===== src/rtl/dcache_blocking_pkg.sv =====
// dcache_blocking_pkg: shared widths, fill FSM encoding and tag entry layout
package dcache_blocking_pkg;
  localparam int ADDR_W = 32;
  localparam int DATA_W = 32;
  localparam int BEATS = 4;
  localparam int SET_W = 6;
  localparam int BEAT_W = $clog2(BEATS);
  localparam int OFF_W = BEAT_W + $clog2(DATA_W / 8);
  localparam int TAG_W = ADDR_W - SET_W - OFF_W;
  typedef enum logic [1:0] {IDLE, REQ, DATA, TAG} fill_state_t;
  typedef struct packed {
    logic valid;
    logic [TAG_W-1:0] tag;
  } tag_entry_t;
endpackage


===== src/rtl/dcache_blocking_fill.sv =====
// dcache_blocking_fill: blocking line-fill engine writing data beats then the tag
module dcache_blocking_fill import dcache_blocking_pkg::*; #(
  parameter int BEATS = dcache_blocking_pkg::BEATS,
  parameter int SET_W = dcache_blocking_pkg::SET_W,
  localparam int BEAT_W = $clog2(BEATS),
  localparam int OFF_W = BEAT_W + $clog2(DATA_W / 8),
  localparam int TAG_W = ADDR_W - SET_W - OFF_W
) (
  input  logic                   clk,
  input  logic                   rst,
  input  logic                   miss_valid,
  input  logic [ADDR_W-1:0]      miss_addr,
  output logic                   miss_accept,
  output logic                   busy_r,
  output logic                   mem_req_valid_r,
  output logic [ADDR_W-1:0]      mem_req_addr_r,
  input  logic                   mem_req_accept,
  input  logic                   mem_rsp_valid,
  input  logic [DATA_W-1:0]      mem_rsp_data,
  input  logic                   mem_rsp_err,
  output logic                   dat_we_r,
  output logic [SET_W+BEAT_W-1:0] dat_idx_r,
  output logic [DATA_W-1:0]      dat_wdata_r,
  output logic                   tag_we_r,
  output logic [SET_W-1:0]       tag_idx_r,
  output logic [TAG_W:0]         tag_wdata_r,
  output logic                   fill_done_r,
  output logic                   fill_err_r
);
  localparam logic [1:0] S_IDLE = IDLE;
  localparam logic [1:0] S_REQ  = REQ;
  localparam logic [1:0] S_DATA = DATA;
  localparam logic [1:0] S_TAG  = TAG;
  logic [1:0]        state;
  logic [SET_W-1:0]  set_q;
  logic [TAG_W-1:0]  tag_q;
  logic [BEAT_W-1:0] beat;
  logic              err;
  logic              err_nxt;
  logic              last_beat;
  // the engine only takes a new miss when idle; error folds in the current beat
  always_comb begin
    miss_accept = state == S_IDLE;
    err_nxt = err | mem_rsp_err;
    last_beat = beat == BEAT_W'(BEATS - 1);
  end
  // fill FSM: capture miss, issue line request, stream beats, write tag, signal done
  always_ff @(posedge clk or negedge rst) begin
    if (!rst) begin
      state <= S_IDLE;
      set_q <= '0;
      tag_q <= '0;
      beat <= '0;
      err <= 1'b0;
      busy_r <= 1'b0;
      mem_req_valid_r <= 1'b0;
      mem_req_addr_r <= '0;
      dat_we_r <= 1'b0;
      dat_idx_r <= '0;
      dat_wdata_r <= '0;
      tag_we_r <= 1'b0;
      tag_idx_r <= '0;
      tag_wdata_r <= '0;
      fill_done_r <= 1'b0;
      fill_err_r <= 1'b0;
    end else begin
      dat_we_r <= 1'b0;
      tag_we_r <= 1'b0;
      fill_done_r <= 1'b0;
      fill_err_r <= 1'b0;
      case (state)
        S_IDLE: if (miss_valid) begin
          state <= S_REQ;
          busy_r <= 1'b1;
          mem_req_valid_r <= 1'b1;
          mem_req_addr_r <= miss_addr & ~ADDR_W'((1 << OFF_W) - 1);
          set_q <= miss_addr[OFF_W +: SET_W];
          tag_q <= miss_addr[ADDR_W-1 -: TAG_W];
          beat <= '0;
          err <= 1'b0;
        end
        S_REQ: if (mem_req_accept) begin
          mem_req_valid_r <= 1'b0;
          state <= S_DATA;
        end
        S_DATA: if (mem_rsp_valid) begin
          dat_we_r <= 1'b1;
          dat_idx_r <= {set_q, beat};
          dat_wdata_r <= mem_rsp_data;
          beat <= beat + 1'b1;
          err <= err_nxt;
          if (last_beat) begin
            state <= S_TAG;
            tag_we_r <= 1'b1;
            tag_idx_r <= set_q;
            tag_wdata_r <= {~err_nxt, tag_q};
          end
        end
        default: begin
          state <= S_IDLE;
          busy_r <= 1'b0;
          fill_done_r <= 1'b1;
          fill_err_r <= err;
        end
      endcase
    end
  end
endmodule


===== config.mk =====
export PLATFORM = sky130hd
export DESIGN_NAME = dcache_blocking_fill
export DESIGN_NICKNAME = d
export VERILOG_FILES = /design/src/rtl/dcache_blocking_pkg.sv /design/src/rtl/dcache_blocking_fill.sv
export SDC_FILE = /design/constraint.sdc
export NUM_CORES = 1
export LEC_CHECK = 0
export BUFFER_PORTS_ARGS = -buffer_cell sky130_fd_sc_hd__buf_2
export CORE_MARGIN = 5
export CORE_UTILIZATION = 53
export CTS_BUF_LIST = sky130_fd_sc_hd__clkbuf_4
export CTS_CLUSTER_SIZE = 24
export DETAILED_ROUTE_END_ITERATION = 10
export GPL_ROUTABILITY_DRIVEN = 0
export PLACE_DENSITY = 0.87
export SYNTH_ARGS = -nofsm -noshare
export SYNTH_HDL_FRONTEND = slang
export SYNTH_SLANG_ARGS = --single-unit

===== constraint.sdc =====
create_clock -name clk -period 4.8 [get_ports clk]
set_clock_uncertainty 0.2 [all_clocks]
set_input_delay 0.48 -clock clk [delete_from_list [all_inputs] [get_ports clk]]
set_output_delay 0.48 -clock clk [all_outputs]
set_load 0.02 [all_outputs]

==> impl_metrics.toml <==
[status]
status = "finished clean"

[job]
cap_violations = 0

[global_route]
grt_pass1_wl_microns = 15500
grt_pass1_vias = 3210
grt_max_degree = 57
grt_use_total_pct = 19.8
grt_antenna_before_repair = 0
globalRoute.totalOverflow = 0

[critical_path]
timing.setup.critical_path_class = "flip-flop to flip-flop"
timing.critical_path.arrival_ns = 2.47
critical_path.startpoint_type = "flip-flop"
crit_path_max_fanout = 42
cp_data_required_time_ns = 4.95
worstSetupEndpointType = "flip-flop"

[synth]
yosysTopAreaCellShare_pct = 64.0
synthMostInstantiatedCell = "dfrtp_1"
synth_common_cells = "108 x dfrtp_1, 96 x mux2_2, 10 x buf_2"
synth_edf_count = 0
portion_of_the_post_synthesis_area_used_by_sequential_elements_pct = 64.0
yosys_warnings = 0
synth_register_bits = 108
syn_inst = 270
mappedNetlistArea_sq_um = 4220
yosysTopAreaCell = "dfrtp_1"
synthesis.area_per_instance_sq_um = 15.6
ys_types = 27
share_of_flip_flops_with_an_asynchronous_set_or_reset_pct = 100
postSynth.topFlopCell = "dfrtp_1"
synth_area_leaders = "dfrtp_1 64%, mux2_2 26%, ha_1 2.7%"

[placed_design]
place.detailed.hpwl_microns = 7040
io_buffers = 169

[power]
switchingPower_w = 0.00159
switching_share_pct = 40.7
peakVddDrop_mv = 0.352
post-layout-total-power_w = 0.00391
share_clk_of_total_power_pct = 13.0
power.leakage_nw = 2.81
reg_power_share_pct = 40.6
combinationalPowerShare_pct = 46.4
p_int_w = 0.00232
power_density_nw_per_um2 = 727

[clock_network]
clock_sink_count = 108
cts_hold_repair.buffers = 2
clock_tree_from_tritoncts = "done"
cts_made_buffers = 9
ctsResizeCount = 0
post_cts_buffers = 0
cts.path.max_buffers = 2
clk-insertion-delay-late_ns = 0.45
path_clk_slew_ns = 0.17
htree_levels = 3
cts-root-buf = "clkbuf_4"

[route]
wl_per_cell_microns = 17.1
detail_route.drc_violations = 0
detailroute.via_count = 2807
dr.pass1.iters = 4
drt-total-wl_microns = 9450
vias_per_cell = 5.07
post_route_ant_nets = 0
drt_first_iter_violations = 45

[floorplanning]
floorplan.io_pins = 178
die_w_microns = 99.3
fp.dieArea_sq_um = 9850
fp.coreArea_sq_um = 7730
rows = 32
die_height_microns = 99.3
initial_core_util_pct = 54.6

[sta]
maxSlewHeadroom_pct = 36.2
timing.final.crit_share_pct = 48.4
timing.final.crit_period_ns = 2.33
final.hold.worst_slack_ns = 0.0413
rsz0062_at_grt = "no"
worstMarginPinSlew_ns = 0.954
hold_violations = 0
fmax_mhz = 430
drv_slew = 0
setup_viol = 0
timing.setup.tns_ns = 0

[finish]
fillCellCount = 548
fin_util_pct = 69.5
finish.net_count = 526
synthToLayoutAreaGrowth_pct = 27.2
layout.area.seq_sq_um = 2700
antennaDiodeCount = 0
post_route_cells_drive_above_1_share_pct = 63.5
multi_input_area_sq_um = 1420

[worst_hold_path]
worst_hold_path_type = "input pin to flip-flop"
==> power by group through the flow <==
stage | Clock, W | Combinational [W] | Sequential, W
global placement | 0 | 0.00177 | 0.00157
detailed placement | 0 | 0.00183 | 0.00161
floorplan | 0 | 0.000658 | 0.00211
finish | 0.000509 | 0.00181 | 0.00159
CTS | 0.000524 | 0.00184 | 0.00159
global route | 0.000566 | 0.00194 | 0.00165
==> cell families (layout without fill, tap and decap cells) <==
kind of cell | Yosys count | after routing | synth area share [%]
AO/OA/AOI/OAI | 14 | 14 | 2.40
adder cells (fa/ha/maj) | 9 | 9 | 2.67
buffers and inverters | 23 | 202 | 2.70
flip-flops | 108 | 108 | 64.0
multiplexers | 98 | 98 | 26.1
other | 1 | 4 | 0.0888
AND/OR/NAND/NOR | 17 | 17 | 2.04
==> cell type report <==
class	instances	area share, %
Clock buffer	9	1.26
Clock inverter	7	1.82
Inverter	9	0.629
Multi-Input combinational cell	142	26.4
Sequential cell	108	50.3
Tap cell	102	2.38
Timing Repair Buffer	177	17.1
==> routing by layer <==
| metal | global-route usage, % | vias to the layer above | share of wire (%) |
|---|---|---|---|
| met5 | 0 | - | 0 |
| met4 | 9.45 | 0 | 3.4 |
| met3 | 5.82 | 27 | 6.4 |
| met2 | 36.6 | 94 | 56 |
| met1 | 20.3 | 1407 | 34 |
| li1 | - | 1279 | - |
==> worst max-delay path, cell delays in order, from the launching register on <==
cell	delay [ns]
dfrtp_1	0.47
inv_1	0.14
ha_1	0.27
nand2_2	0.71
mux2_2	0.43
==> path summary, 6_finish.rpt <==
path / start / end / slack [ns] / cells past startpoint
max: state[0] / dat_wdata_r[22] / 2.47 / 4
min: miss_addr[6] / set_q[2] / 0.04 / 2
max reg2reg: state[0] / dat_wdata_r[22] / 2.47 / 4
min reg2reg: dat_idx_r[1] / dat_idx_r[1] / 0.29 / 2
max in group asynchronous: rst / state[1] / 2.88 / 3
min in group asynchronous: rst / tag_q[17] / 0.39 / 2
==> cells in the final DEF (no fill, tap or decap), types with 3 or more instances in the layout <==
cell type and n:
nand2b_1 4, inv_1 8, mux2_2 96, ha_1 9, buf_2 168, dlygate4sd3_1 5, a21oi_1 3, conb_1 4
buf_4 4, nand2_1 5, clkbuf_4 9, dfrtp_1 108
==> flip-flops by register name, summed over array words and instances (netlist names), 2 cells and up <==
| name | cells |
|---|---|
| dat_wdata_r | 32 |
| tag_wdata_r | 23 |
| tag_q | 21 |
| dat_idx_r | 8 |
| tag_idx_r | 6 |
| set_q | 5 |
| beat | 2 |
| mem_req_addr_r | 2 |
| state | 2 |
==> per-stage QoR <==
stage	worst slack, ns	instances	area [sq um]
3_3_place_gp	2.56	533	5150
2_1_floorplan	2.91	273	4230
5_1_grt	2.33	554	5370
4_1_cts	2.46	551	5340
6_report	2.47	554	5370
3_5_place_dp	2.48	533	5150
Power figures use the tool's default switching activity.
